$ cat src/rtl/mic_array_stim.sv
`default_nettype none
// ============================================================================
//  Module      : mic_array_stim
//  Description : Multi-channel I2S microphone stimulus model. One source
//                sample stream (LFSR, or a frame ramp when the
//                MIC_STIM_RAMP_EN macro is defined) is presented on N_CH
//                serial data lines. Each line is delayed by its own whole
//                number of frames. The block slaves to an external bit
//                clock and word select.
//  Revision    : 1.0 - initial release
// ============================================================================
module mic_array_stim #(
    parameter int          N_CH      = 4,
    parameter int          SAMPLE_W  = 16,
    parameter int          MAX_DLY   = 15,
    parameter logic [31:0] LFSR_SEED = 32'hACE1_2024,
    parameter int          CH_W      = (N_CH > 1) ? $clog2(N_CH) : 1,
    parameter int          DLY_W     = $clog2(MAX_DLY + 1)
) (
    input  logic                clk,
    input  logic                rst,
    input  logic                en,
    input  logic                sck_in,
    input  logic                ws_in,
    input  logic                cfg_we,
    input  logic [CH_W-1:0]     cfg_ch,
    input  logic [DLY_W-1:0]    cfg_dly,
    output logic [N_CH-1:0]     mic_sd,
    output logic                frame_strobe,
    output logic [SAMPLE_W-1:0] sample_out
);

    localparam int                c_DEPTH   = MAX_DLY + 1;
    localparam int                c_BC_W    = $clog2(SAMPLE_W + 1);
    localparam logic [c_BC_W-1:0] c_BC_IDLE = c_BC_W'(SAMPLE_W);
    localparam logic [DLY_W-1:0]  c_DLY_MAX = DLY_W'(MAX_DLY);
    localparam logic [DLY_W:0]    c_DEPTH_W = (DLY_W + 1)'(c_DEPTH);

    // ------------------------------------------------------------------
    // Synchronisers and edge detectors for the externally timed I2S clocks
    // ------------------------------------------------------------------
    logic r_sck_s1, r_sck_s2, r_sck_s3, r_sck_rise;
    logic r_ws_s1,  r_ws_s2,  r_ws_s3,  r_ws_fall;

    // Two-flop synchronisers followed by registered edge pulses.
    always_ff @(posedge clk or posedge rst) begin
        if (rst) begin
            r_sck_s1   <= 1'b0;
            r_sck_s2   <= 1'b0;
            r_sck_s3   <= 1'b0;
            r_sck_rise <= 1'b0;
            r_ws_s1    <= 1'b0;
            r_ws_s2    <= 1'b0;
            r_ws_s3    <= 1'b0;
            r_ws_fall  <= 1'b0;
        end else begin
            r_sck_s1   <= sck_in;
            r_sck_s2   <= r_sck_s1;
            r_sck_s3   <= r_sck_s2;
            r_sck_rise <= r_sck_s2 & ~r_sck_s3;
            r_ws_s1    <= ws_in;
            r_ws_s2    <= r_ws_s1;
            r_ws_s3    <= r_ws_s2;
            r_ws_fall  <= r_ws_s3 & ~r_ws_s2;
        end
    end

    // ------------------------------------------------------------------
    // Per-channel delay configuration
    // ------------------------------------------------------------------
    logic [DLY_W-1:0] r_dly [N_CH];
    logic [DLY_W-1:0] w_cfg_dly;

    // Clamping is only needed when the delay field can encode values
    // above MAX_DLY.
    generate
        if (c_DEPTH == (2 ** DLY_W)) begin : g_noclamp
            assign w_cfg_dly = cfg_dly;
        end else begin : g_clamp
            assign w_cfg_dly = (cfg_dly > c_DLY_MAX) ? c_DLY_MAX : cfg_dly;
        end
    endgenerate

    // Delay register write; channel indices at or above N_CH match nothing.
    always_ff @(posedge clk or posedge rst) begin
        if (rst) begin
            for (int k = 0; k < N_CH; k++) begin
                r_dly[k] <= '0;
            end
        end else if (cfg_we) begin
            for (int k = 0; k < N_CH; k++) begin
                if (cfg_ch == CH_W'(k)) begin
                    r_dly[k] <= w_cfg_dly;
                end
            end
        end
    end

    // ------------------------------------------------------------------
    // Sample source
    // ------------------------------------------------------------------
    logic                r_ws_low_unused;
    logic                w_load;
    logic [SAMPLE_W-1:0] w_src;

    assign w_load = en & r_ws_fall;
    assign r_ws_low_unused = 1'b0;

`ifdef MIC_STIM_RAMP_EN
    logic [SAMPLE_W-1:0] r_ramp;

    assign w_src = r_ramp + SAMPLE_W'(1);

    // Frame counter source: the first enabled frame carries value 1.
    always_ff @(posedge clk or posedge rst) begin
        if (rst) begin
            r_ramp <= '0;
        end else if (w_load) begin
            r_ramp <= w_src;
        end
    end
`else
    logic [31:0] r_lfsr;
    logic [31:0] w_lfsr_next;

    // Fibonacci LFSR, taps 32/22/2/1, shifting towards the MSB.
    assign w_lfsr_next = {r_lfsr[30:0], r_lfsr[31] ^ r_lfsr[21] ^ r_lfsr[1] ^ r_lfsr[0]};
    assign w_src       = w_lfsr_next[SAMPLE_W-1:0];

    // LFSR advances exactly once per enabled frame.
    always_ff @(posedge clk or posedge rst) begin
        if (rst) begin
            r_lfsr <= LFSR_SEED;
        end else if (w_load) begin
            r_lfsr <= w_lfsr_next;
        end
    end
`endif

    // ------------------------------------------------------------------
    // History ring and read addressing
    // ------------------------------------------------------------------
    logic [SAMPLE_W-1:0] r_hist [c_DEPTH];
    logic [DLY_W-1:0]    r_wptr;
    logic [DLY_W-1:0]    w_rd_idx [N_CH];

    // Read index (wptr - dly) mod depth, computed with one guard bit.
    generate
        for (genvar g = 0; g < N_CH; g++) begin : g_ch
            logic [DLY_W:0] w_diff;
            assign w_diff      = {1'b0, r_wptr} + c_DEPTH_W - {1'b0, r_dly[g]};
            assign w_rd_idx[g] = (w_diff >= c_DEPTH_W) ? DLY_W'(w_diff - c_DEPTH_W)
                                                       : DLY_W'(w_diff);
        end
    endgenerate

    // ------------------------------------------------------------------
    // Frame load and serialiser
    // ------------------------------------------------------------------
    logic [SAMPLE_W-1:0] r_sh [N_CH];
    logic [c_BC_W-1:0]   r_bitcnt;

    // Frame load has priority over a coincident bit shift, so the MSB
    // always lands on the sck rise after the load (one-bit I2S lag).
    always_ff @(posedge clk or posedge rst) begin
        if (rst) begin
            for (int d = 0; d < c_DEPTH; d++) begin
                r_hist[d] <= '0;
            end
            for (int k = 0; k < N_CH; k++) begin
                r_sh[k] <= '0;
            end
            r_wptr       <= '0;
            r_bitcnt     <= c_BC_IDLE;
            mic_sd       <= '0;
            frame_strobe <= 1'b0;
            sample_out   <= '0;
        end else begin
            frame_strobe <= 1'b0;
            if (!en) begin
                mic_sd   <= '0;
                r_bitcnt <= c_BC_IDLE;
            end else if (r_ws_fall) begin
                for (int k = 0; k < N_CH; k++) begin
                    r_sh[k] <= (r_dly[k] == '0) ? w_src : r_hist[w_rd_idx[k]];
                end
                r_hist[r_wptr] <= w_src;
                r_wptr         <= (r_wptr == c_DLY_MAX) ? '0 : r_wptr + DLY_W'(1);
                r_bitcnt       <= '0;
                sample_out     <= w_src;
                frame_strobe   <= 1'b1;
                mic_sd         <= '0;
            end else if (r_sck_rise) begin
                if (!r_ws_s3 && (r_bitcnt < c_BC_IDLE)) begin
                    for (int k = 0; k < N_CH; k++) begin
                        mic_sd[k] <= r_sh[k][SAMPLE_W-1];
                        r_sh[k]   <= r_sh[k] << 1;
                    end
                    r_bitcnt <= r_bitcnt + c_BC_W'(1);
                end else begin
                    mic_sd <= '0;
                end
            end
        end
    end

endmodule
`default_nettype wire

$ cat config.mk
export PLATFORM = sky130hd
export DESIGN_NAME = mic_array_stim
export DESIGN_NICKNAME = d
export VERILOG_FILES = /design/src/rtl/mic_array_stim.sv
export SDC_FILE = /design/constraint.sdc
export NUM_CORES = 1
export LEC_CHECK = 0
export BUFFER_PORTS_ARGS = -buffer_cell sky130_fd_sc_hd__buf_2
export CAP_MARGIN = 0
export CELL_PAD_IN_SITES_DETAIL_PLACEMENT = 2
export CELL_PAD_IN_SITES_GLOBAL_PLACEMENT = 2
export CORE_ASPECT_RATIO = 2
export CORE_MARGIN = 3
export CORE_UTILIZATION = 50
export DETAILED_ROUTE_END_ITERATION = 16
export HOLD_SLACK_MARGIN = 0.08
export PLACE_DENSITY = 0.94
export SYNTH_ARGS = -nofsm -noshare
export SYNTH_HDL_FRONTEND = slang
export SYNTH_SLANG_ARGS = --single-unit
export TNS_END_PERCENT = 5
$ cat constraint.sdc
create_clock -name clk -period 30.1 [get_ports clk]
set_clock_uncertainty 0.2 [all_clocks]
set_input_delay 7.525 -clock clk [delete_from_list [all_inputs] [get_ports clk]]
set_output_delay 7.525 -clock clk [all_outputs]
set_load 0.02 [all_outputs]
# Word level (Yosys, flattened, before mapping)
# Cells that the tools add are included.
dict set report classes {
  reduce_logical 17
  eq_ne 6
  magnitude_cmp 11
  n_bitwise 13
  n_addsub 11
  muxes 37
}
# operator n
set op_table {}
lappend op_table {{16-bit binary-select mux with 4-bit select} 4}
lappend op_table {{256-bit bitwise mux} 1}
lappend op_table {{16-bit two-way mux} 13}
lappend op_table {{64-bit two-way mux} 3}
lappend op_table {{16-bit demux with 4-bit select} 1}
lappend op_table {{5-bit greater-or-equal comparator, second input constant} 9}
lappend op_table {{4-bit two-way mux} 9}
lappend op_table {{4-bit NOT with 5-bit output} 5}
lappend op_table {{5-bit two-way mux} 4}
lappend op_table {{5-bit by 4-bit subtractor with 5-bit output} 4}
lappend op_table {{4-bit zero test} 4}
lappend op_table {{4-bit by 1-bit subtractor with 4-bit output, second input constant} 4}
lappend op_table {{2-bit AND reduction} 6}
lappend op_table {{3-bit by 1-bit inequality test with 1-bit output, second input constant} 2}
lappend op_table {{4-bit by 5-bit adder with 5-bit output, second input constant} 1}
lappend op_table {{5-bit by 1-bit adder with 5-bit output, second input constant} 1}
lappend op_table {{5-bit by 1-bit < comparator with 1-bit output, second input constant} 1}
lappend op_table {{5-bit < comparator, second input constant} 1}
lappend op_table {{4-bit by 1-bit adder with 4-bit output, second input constant} 1}
lappend op_table {{2-bit == test, second input constant} 2}
lappend op_table {{4-bit == test, second input constant} 1}
lappend op_table {{2-bit nonzero test} 2}
lappend op_table {{1-bit bitwise AND} 3}
lappend op_table {{3-bit AND reduction} 1}
lappend op_table {{7 further kinds} 12}
dict set report word_totals {
  output_inout_bits 21
  elab_cells 133
  regBits 406
  in_bits 12
}

# Longest topological paths before layout
# Gate-level depths: netlist (run 1).
dict set report logic_depth {
  ltp_word 10
  mapped_depth 10
}

# Least setup slack after synthesis (run 1)
# No wires, ideal clock.
dict set report synth_timing {
  path_type {input-to-reg}
  from {in en}
  to {reg r_hist[129] in the netlist's numbering}
  setup_ns 0.125
  required_time_ns 29.775
  arrival_time_ns 8.870
  path_slack_ns 20.906
  cell_stages 6
  path_cell_list {nand2_1 -> clkinv_1 -> nand2_1 -> nor2_1 -> buf_2 -> mux2_2}
}
dict set report synth_via {
  elab_chain_len 1
}
# item line
set synth_lines {}
lappend synth_lines {{start, declared} 22} ;# input logic en,
lappend synth_lines {{2-bit AND reduction (no source line)} -}
lappend synth_lines {{end signal, assigned by index} 187} ;# r_hist[r_wptr] <= w_src;
lappend synth_lines {{end, declared} 143} ;# logic [SAMPLE_W-1:0] r_hist [c_DEPTH];
# Every way passes these cells.
# A chain may end at the register's enable or synchronous reset.

# Worst setup path after layout (run 1)
dict set report layout_timing {
  from {in en}
  to {reg r_hist[248] in the netlist's numbering}
}
# The elaborated chain is that of the path after synthesis.

==> results of run 1 <==
==> where the power goes <==
part           total, mW  internal [mW]  switching, mW  leakage (nW)
sequential         0.607          0.555         0.0519          5.33
combinational       1.09          0.386          0.706          5.47
clock              0.565          0.317          0.247         0.679
==> flip-flops by register name (all words and copies together), names as in the netlist, 3 cells and up <==
name,flops
r_hist,256
r_sh,64
r_lfsr,32
r_dly,16
r_bitcnt,5
mic_sd,4
r_wptr,4
sample_out,3
==> cells by family (layout without fill, tap and decap cells) <==
family | after synthesis | in the layout | share of synthesized area
other | 0 | 1 | 0
DFF | 393 | 393 | 0.395
AOI/OAI and AO/OA | 289 | 289 | 0.0827
xor gates and xnor gates | 21 | 21 | 0.00799
adders and majority gates | 21 | 21 | 0.0118
buffers and inverters | 208 | 179 | 0.0388
muxes | 636 | 636 | 0.408
and+or+nand+nor | 328 | 328 | 0.0556
==> synthesized netlist by cell type (all sizes together), types with 2 or more instances <==
| master | count | area share |
|---|---|---|
| mux2 | 290 | 0.13 |
| fa | 4 | 0.0032 |
| o21ai | 32 | 0.0066 |
| inv | 17 | 0.0026 |
| a221o | 9 | 0.0036 |
| buf | 89 | 0.021 |
| o21a | 4 | 0.0012 |
| nand3b | 3 | 0.00090 |
| a211oi | 2 | 0.00060 |
| dfrtp | 381 | 0.38 |
| xnor2 | 15 | 0.0059 |
| ha | 17 | 0.0085 |
| o41ai | 2 | 0.00070 |
| o22a | 32 | 0.011 |
| nor4 | 4 | 0.0015 |
| nand2b | 14 | 0.0035 |
| nor3b | 2 | 0.00060 |
| o31ai | 32 | 0.0096 |
| a21oi | 74 | 0.015 |
| and2 | 10 | 0.0025 |
| mux4 | 274 | 0.25 |
| clkbuf | 100 | 0.015 |
| o221ai | 32 | 0.011 |
| a2bb2oi | 8 | 0.0028 |
| nor2b | 6 | 0.0015 |
| a2111oi | 10 | 0.0035 |
| nor2 | 65 | 0.010 |
| a22o | 11 | 0.0039 |
| xor2 | 6 | 0.0021 |
| nand2 | 207 | 0.031 |
| dfstp | 12 | 0.013 |
| clkinv | 2 | 0.00030 |
| a221oi | 5 | 0.0018 |
| a21o | 10 | 0.0030 |
| a22oi | 23 | 0.0069 |
| mux2i | 72 | 0.029 |
| nand3 | 12 | 0.0024 |
==> cell type report <==
type,count,area [um^2],area share
clock inverter,16,236,0.00875
clock buffer,55,1140,0.0421
timing repair buffer,89,608,0.0225
sequential,393,9850,0.365
inverter,19,80.1,0.00296
tap,643,805,0.0298
antenna,1,2.50,0.0000926
multi-input combinational,1295,14300,0.529
==> critical path: stages <==
cell,delay [ns]
buf_2,0.08
buf_4,0.47
nand2_2,0.10
buf_4,0.27
clkinv_2,0.47
buf_4,0.72
nand3_1,0.53
buf_4,0.37
mux2_2,0.32
==> per-stage QoR <==
stage                     setup slack, ns  power (mW)  instance area, um^2
final                               19.32        2.26                27000
after global routing                19.32        2.29                27000
after CTS                           19.46        2.22                27000
after detailed placement            18.92        1.64                25600
after global placement              19.14        1.58                25600
after floorplan                     11.47        1.29                24900
==> worst paths after layout <==
check / startpoint / end / slack (ns)
min: r_ws_s1 / r_ws_s2 / 0.16
max in group asynchronous: rst / r_hist[144] / 19.97
max: en / r_hist[248] / 19.32
min reg2reg: r_ws_s1 / r_ws_s2 / 0.16
min in group asynchronous: rst / r_hist[137] / 6.95
max reg2reg: r_wptr[0] / r_sh[48] / 24.77
==> per-layer routing <==
metal	wire, um	GRT usage
met3	12300	0.107
met2	53500	0.673
met5	13	0
met1	37600	0.514
met4	11700	0.355
==> impl_metrics.json, run 1 <==
{
  "worstSetupPathType": "in2reg",
  "cts_setup_buffers": 0,
  "utilization": 0.549,
  "die_h_um": 322,
  "cts.sinks": 393,
  "slew_headroom": -0.145,
  "failed_checks": "max-capacitance violations, max-slew violations",
  "synthDistinctLibCells": 55,
  "grt_overflow": 0,
  "grt_first_pass_wirelength_um": 167000,
  "post-route-min-period_ns": 10.78,
  "io_pins": 33,
  "synth_cells": 1896,
  "max_cap_violations": 3,
  "async_flop_share": 1.00,
  "cts_tree": "yes",
  "placed_cells": 2438,
  "grt_antenna_before_repair": 6,
  "cts_hold_buf": 0,
  "status": "finished with violations",
  "synth_edf_count": 0,
  "finalCritPeriodShare": 0.358,
  "grt_pass1_vias": 22500,
  "layout_common_cells": "dfrtp_1, mux2_2, mux4_2, nand2_1, a21oi_1",
  "slew_violations": 20,
  "layout.cells.non_filler": 2511,
  "cts_root_buf": "clkbuf_16",
  "cts-buffers-inserted": 40,
  "worst_slew_pin_slew_ns": 1.67,
  "clock_path_buffers": 3,
  "max-vdd-ir-drop_mv": 0.133,
  "cp-start-kind": "input port",
  "arrival_ns": 11.03,
  "worstSkewPairLatency_ns": 0.59,
  "cp_max_fo": 55,
  "dieArea_um2": 52700,
  "cp.required_ns": 30.35,
  "endpoint_kind": "register",
  "finalSetupTns_ns": 0,
  "yosysWarnings": 0,
  "cts_max_level": 2,
  "max_freq_mhz": 92.8,
  "area_growth_pct": 8.48,
  "gp_congestion": 0.877,
  "rsz0062_at_grt": "false",
  "final_common_cell": "dfrtp_1",
  "synth_fp_nets": 1929,
  "drive_gt1_frac": 0.413,
  "vias": 20400,
  "grt_usage": 0.436,
  "num_rows": 115,
  "core_area_um2": 49200,
  "setup_viol": 0,
  "finalHoldViolCount": 0,
  "clk_pin_slew_ns": 0.07,
  "synth-main-ff-cell": "dfrtp_1",
  "drc": 0,
  "timing.hold.ws_ns": 0.163,
  "io_buffers": 32,
  "finalWirelength_um": 115000,
  "fill_cells": 4460,
  "post_cts_resize_count": 0,
  "ys_seq_elements": 393,
  "yosysSeqAreaShare": 0.395,
  "vias_per_cell": 8.14,
  "layout.nets": 1871,
  "wl_per_cell_um": 45.9,
  "drt_iter0_markers": 3379,
  "postSynthAreaPerCell_um2": 13.1,
  "dp_hpwl_um": 68200,
  "hold_path.class": "reg2reg",
  "ant_nets": 0,
  "start_util": 0.506,
  "power.density_nw_per_um2": 83.7,
  "r2r_cells": 9,
  "whs_path_depth": 0,
  "netlist_area_um2": 24900,
  "grt_max_degree": 128,
  "drtPass1Iterations": 6,
  "dieWidth_um": 164,
  "p_leak_nw": 11.5
}
Power figures use the tool's default switching activity.
==> run 2: changes to the inputs <==
--- a/config.mk
+++ b/config.mk
@@ -11,10 +11,10 @@
 export CELL_PAD_IN_SITES_GLOBAL_PLACEMENT = 2
 export CORE_ASPECT_RATIO = 2
 export CORE_MARGIN = 3
-export CORE_UTILIZATION = 50
+export CORE_UTILIZATION = 42
 export DETAILED_ROUTE_END_ITERATION = 16
 export HOLD_SLACK_MARGIN = 0.08
-export PLACE_DENSITY = 0.94
+export PLACE_DENSITY = 0.84
 export SYNTH_ARGS = -nofsm -noshare
 export SYNTH_HDL_FRONTEND = slang
 export SYNTH_SLANG_ARGS = --single-unit
==> constraint.sdc (replaced) <==
create_clock -name clk -period 9 [get_ports clk]
set_clock_uncertainty 0.2 [all_clocks]
set_input_delay 2.25 -clock clk [delete_from_list [all_inputs] [get_ports clk]]
set_output_delay 2.25 -clock clk [all_outputs]
set_load 0.02 [all_outputs]
==> run 2 against run 1 <==
  * The run still ends with max-capacitance violations, max-slew violations left
  * Combinational power rose to 3.2 times the previous value
  * Cell area rose by 0.50%
  * Sequential cell count did not move
  * Via count fell by 5.7%
  * Worst setup slack got worse by 16 ns
  * Sequential power rose to 3.3 times the previous value
  * Final cell count rose by 4.5%
  * Clock power rose to 3.3 times the previous value
  * Global-route usage fell by 10 points
  * Core utilization fell by 8.4 points
  * Routed wire length fell by 9.9%
  * Critical endpoint is now r_hist[116]
  * Largest cell class unchanged
  * Highest routed layer is now met4
==> impl_metrics.json, run 2 (synthesis gave the netlist of run 1 again) <==
{
  "finalSetupTns_ns": 0,
  "gp_congestion": 0.852,
  "clock_path_buffers": 3,
  "grt_pass1_vias": 21800,
  "status": "finished with violations",
  "final_common_cell": "dfrtp_1",
  "drtPass1Iterations": 6,
  "cts_hold_buf": 0,
  "io_pins": 33,
  "endpoint_kind": "register",
  "timing.rr.start": "r_wptr[0]",
  "diodes": 0,
  "route.met3.wl_um": 8580,
  "cts.sinks": 393,
  "cp-start-kind": "input port",
  "hold_path.class": "reg2reg",
  "io_buffers": 32,
  "finalHoldViolCount": 0,
  "min_from": "r_ws_s1",
  "timing.hold.ws_ns": 0.168,
  "dieArea_um2": 62400,
  "layout.nets": 1863,
  "cp.required_ns": 9.25,
  "placed_cells": 2550,
  "max-vdd-ir-drop_mv": 0.447,
  "grt_max_degree": 172,
  "worst_slew_pin_slew_ns": 1.52,
  "start_util": 0.427,
  "arrival_ns": 5.52,
  "vias_per_cell": 7.34,
  "wl_met2_um": 50400,
  "max_freq_mhz": 190,
  "finalWirelength_um": 104000,
  "dp_hpwl_um": 61400,
  "cts_setup_buffers": 0,
  "largest_register_ffs": 256,
  "drive_gt1_frac": 0.414,
  "grt_antenna_before_repair": 0,
  "utilization": 0.466,
  "failed_checks": "max-capacitance violations, max-slew violations",
  "top_layer_used": "met4",
  "reg.largest.list": "r_hist x256, r_sh x64, r_lfsr x32",
  "vias": 19300,
  "p_leak_nw": 11.4,
  "layout.cells.non_filler": 2624,
  "drc": 0,
  "r2r_cells": 8,
  "wl_per_cell_um": 39.5,
  "grt_usage": 0.336,
  "post-route-min-period_ns": 5.28,
  "core_area_um2": 58300,
  "power.density_nw_per_um2": 273,
  "ant_nets": 0,
  "cts-buffers-inserted": 40,
  "slew_violations": 27,
  "post_cts_resize_count": 0,
  "num_rows": 125,
  "wirelength_met1_um": 34300,
  "slew_headroom": -0.0159,
  "cp_max_fo": 47,
  "cts_root_buf": "clkbuf_16",
  "cp-endpoint": "r_hist[116]",
  "max_cap_violations": 2,
  "clk_pin_slew_ns": 0.07,
  "area_growth_pct": 9.03,
  "drt_iter0_markers": 2019,
  "cts_tree": "yes",
  "grt_overflow": 0,
  "dieWidth_um": 178,
  "startpoint": "en",
  "layout_common_cells": "dfrtp_1, mux2_2, mux4_2, nand2_1, a21oi_1",
  "worstSetupPathType": "in2reg",
  "worstSkewPairLatency_ns": 0.60,
  "rsz0062_at_grt": "false",
  "top_register": "r_hist",
  "cts_max_level": 2,
  "die_h_um": 350,
  "setup_viol": 0,
  "finalCritPeriodShare": 0.586,
  "grt_first_pass_wirelength_um": 153000,
  "r2r_end": "r_sh[57]",
  "r2r_slack_ns": 3.83
}
-- run 2: critical path, cell delays in order --
cell	delay, ns
buf_2	0.08
buf_4	0.47
nand2_2	0.13
clkinv_2	0.51
nand2_1	0.33
nor2_2	1.22
mux2_2	0.45
-- run 2: layer usage --
layer | vias to the layer above | track usage
li1 | 7203 | -
met1 | 10200 | 0.376
met2 | 1330 | 0.548
met3 | 563 | 0.0739
met4 | 0 | 0.265
met5 | - | 0
-- run 2: metrics by stage --
step	total power, mW	worst slack [ns]	cell area [um^2]
after floorplan	4.30	1.27	24900
after global placement	5.29	3.44	25700
final	7.42	3.72	27200
after global routing	7.57	3.71	27200
after detailed placement	5.44	3.26	25700
after CTS	7.36	3.76	27200
-- run 2: layout make-up --
type                    count  area (um^2)
inverters                  19         76.3
multi-input cells        1295        14300
well taps                 762          953
clock inverters            14          175
repair buffers             81          553
clock buffers              60         1240
flip-flops and latches    393         9850
fillers                  5463        31200
-- run 2: where the power goes --
group,switching [mW],leakage [nW],internal (mW),total (mW)
Combinational,2.25,5.43,1.28,3.53
Sequential,0.165,5.33,1.86,2.02
Clock,0.818,0.689,1.05,1.86
Total,3.23,11.4,4.19,7.42
-- run 2: how the worst min path moves through the flow --
stage | endpoint | slack [ns] | cells past startpoint
final | r_ws_s2 | 0.17 | 0
after global routing | r_ws_s2 | 0.18 | 0
after CTS | r_ws_s2 | 0.18 | 0
after detailed placement | r_sck_s2 | 0.15 | 0
after global placement | r_ws_s2 | 0.15 | 0
after floorplan | r_sck_s2 | 0.13 | 0
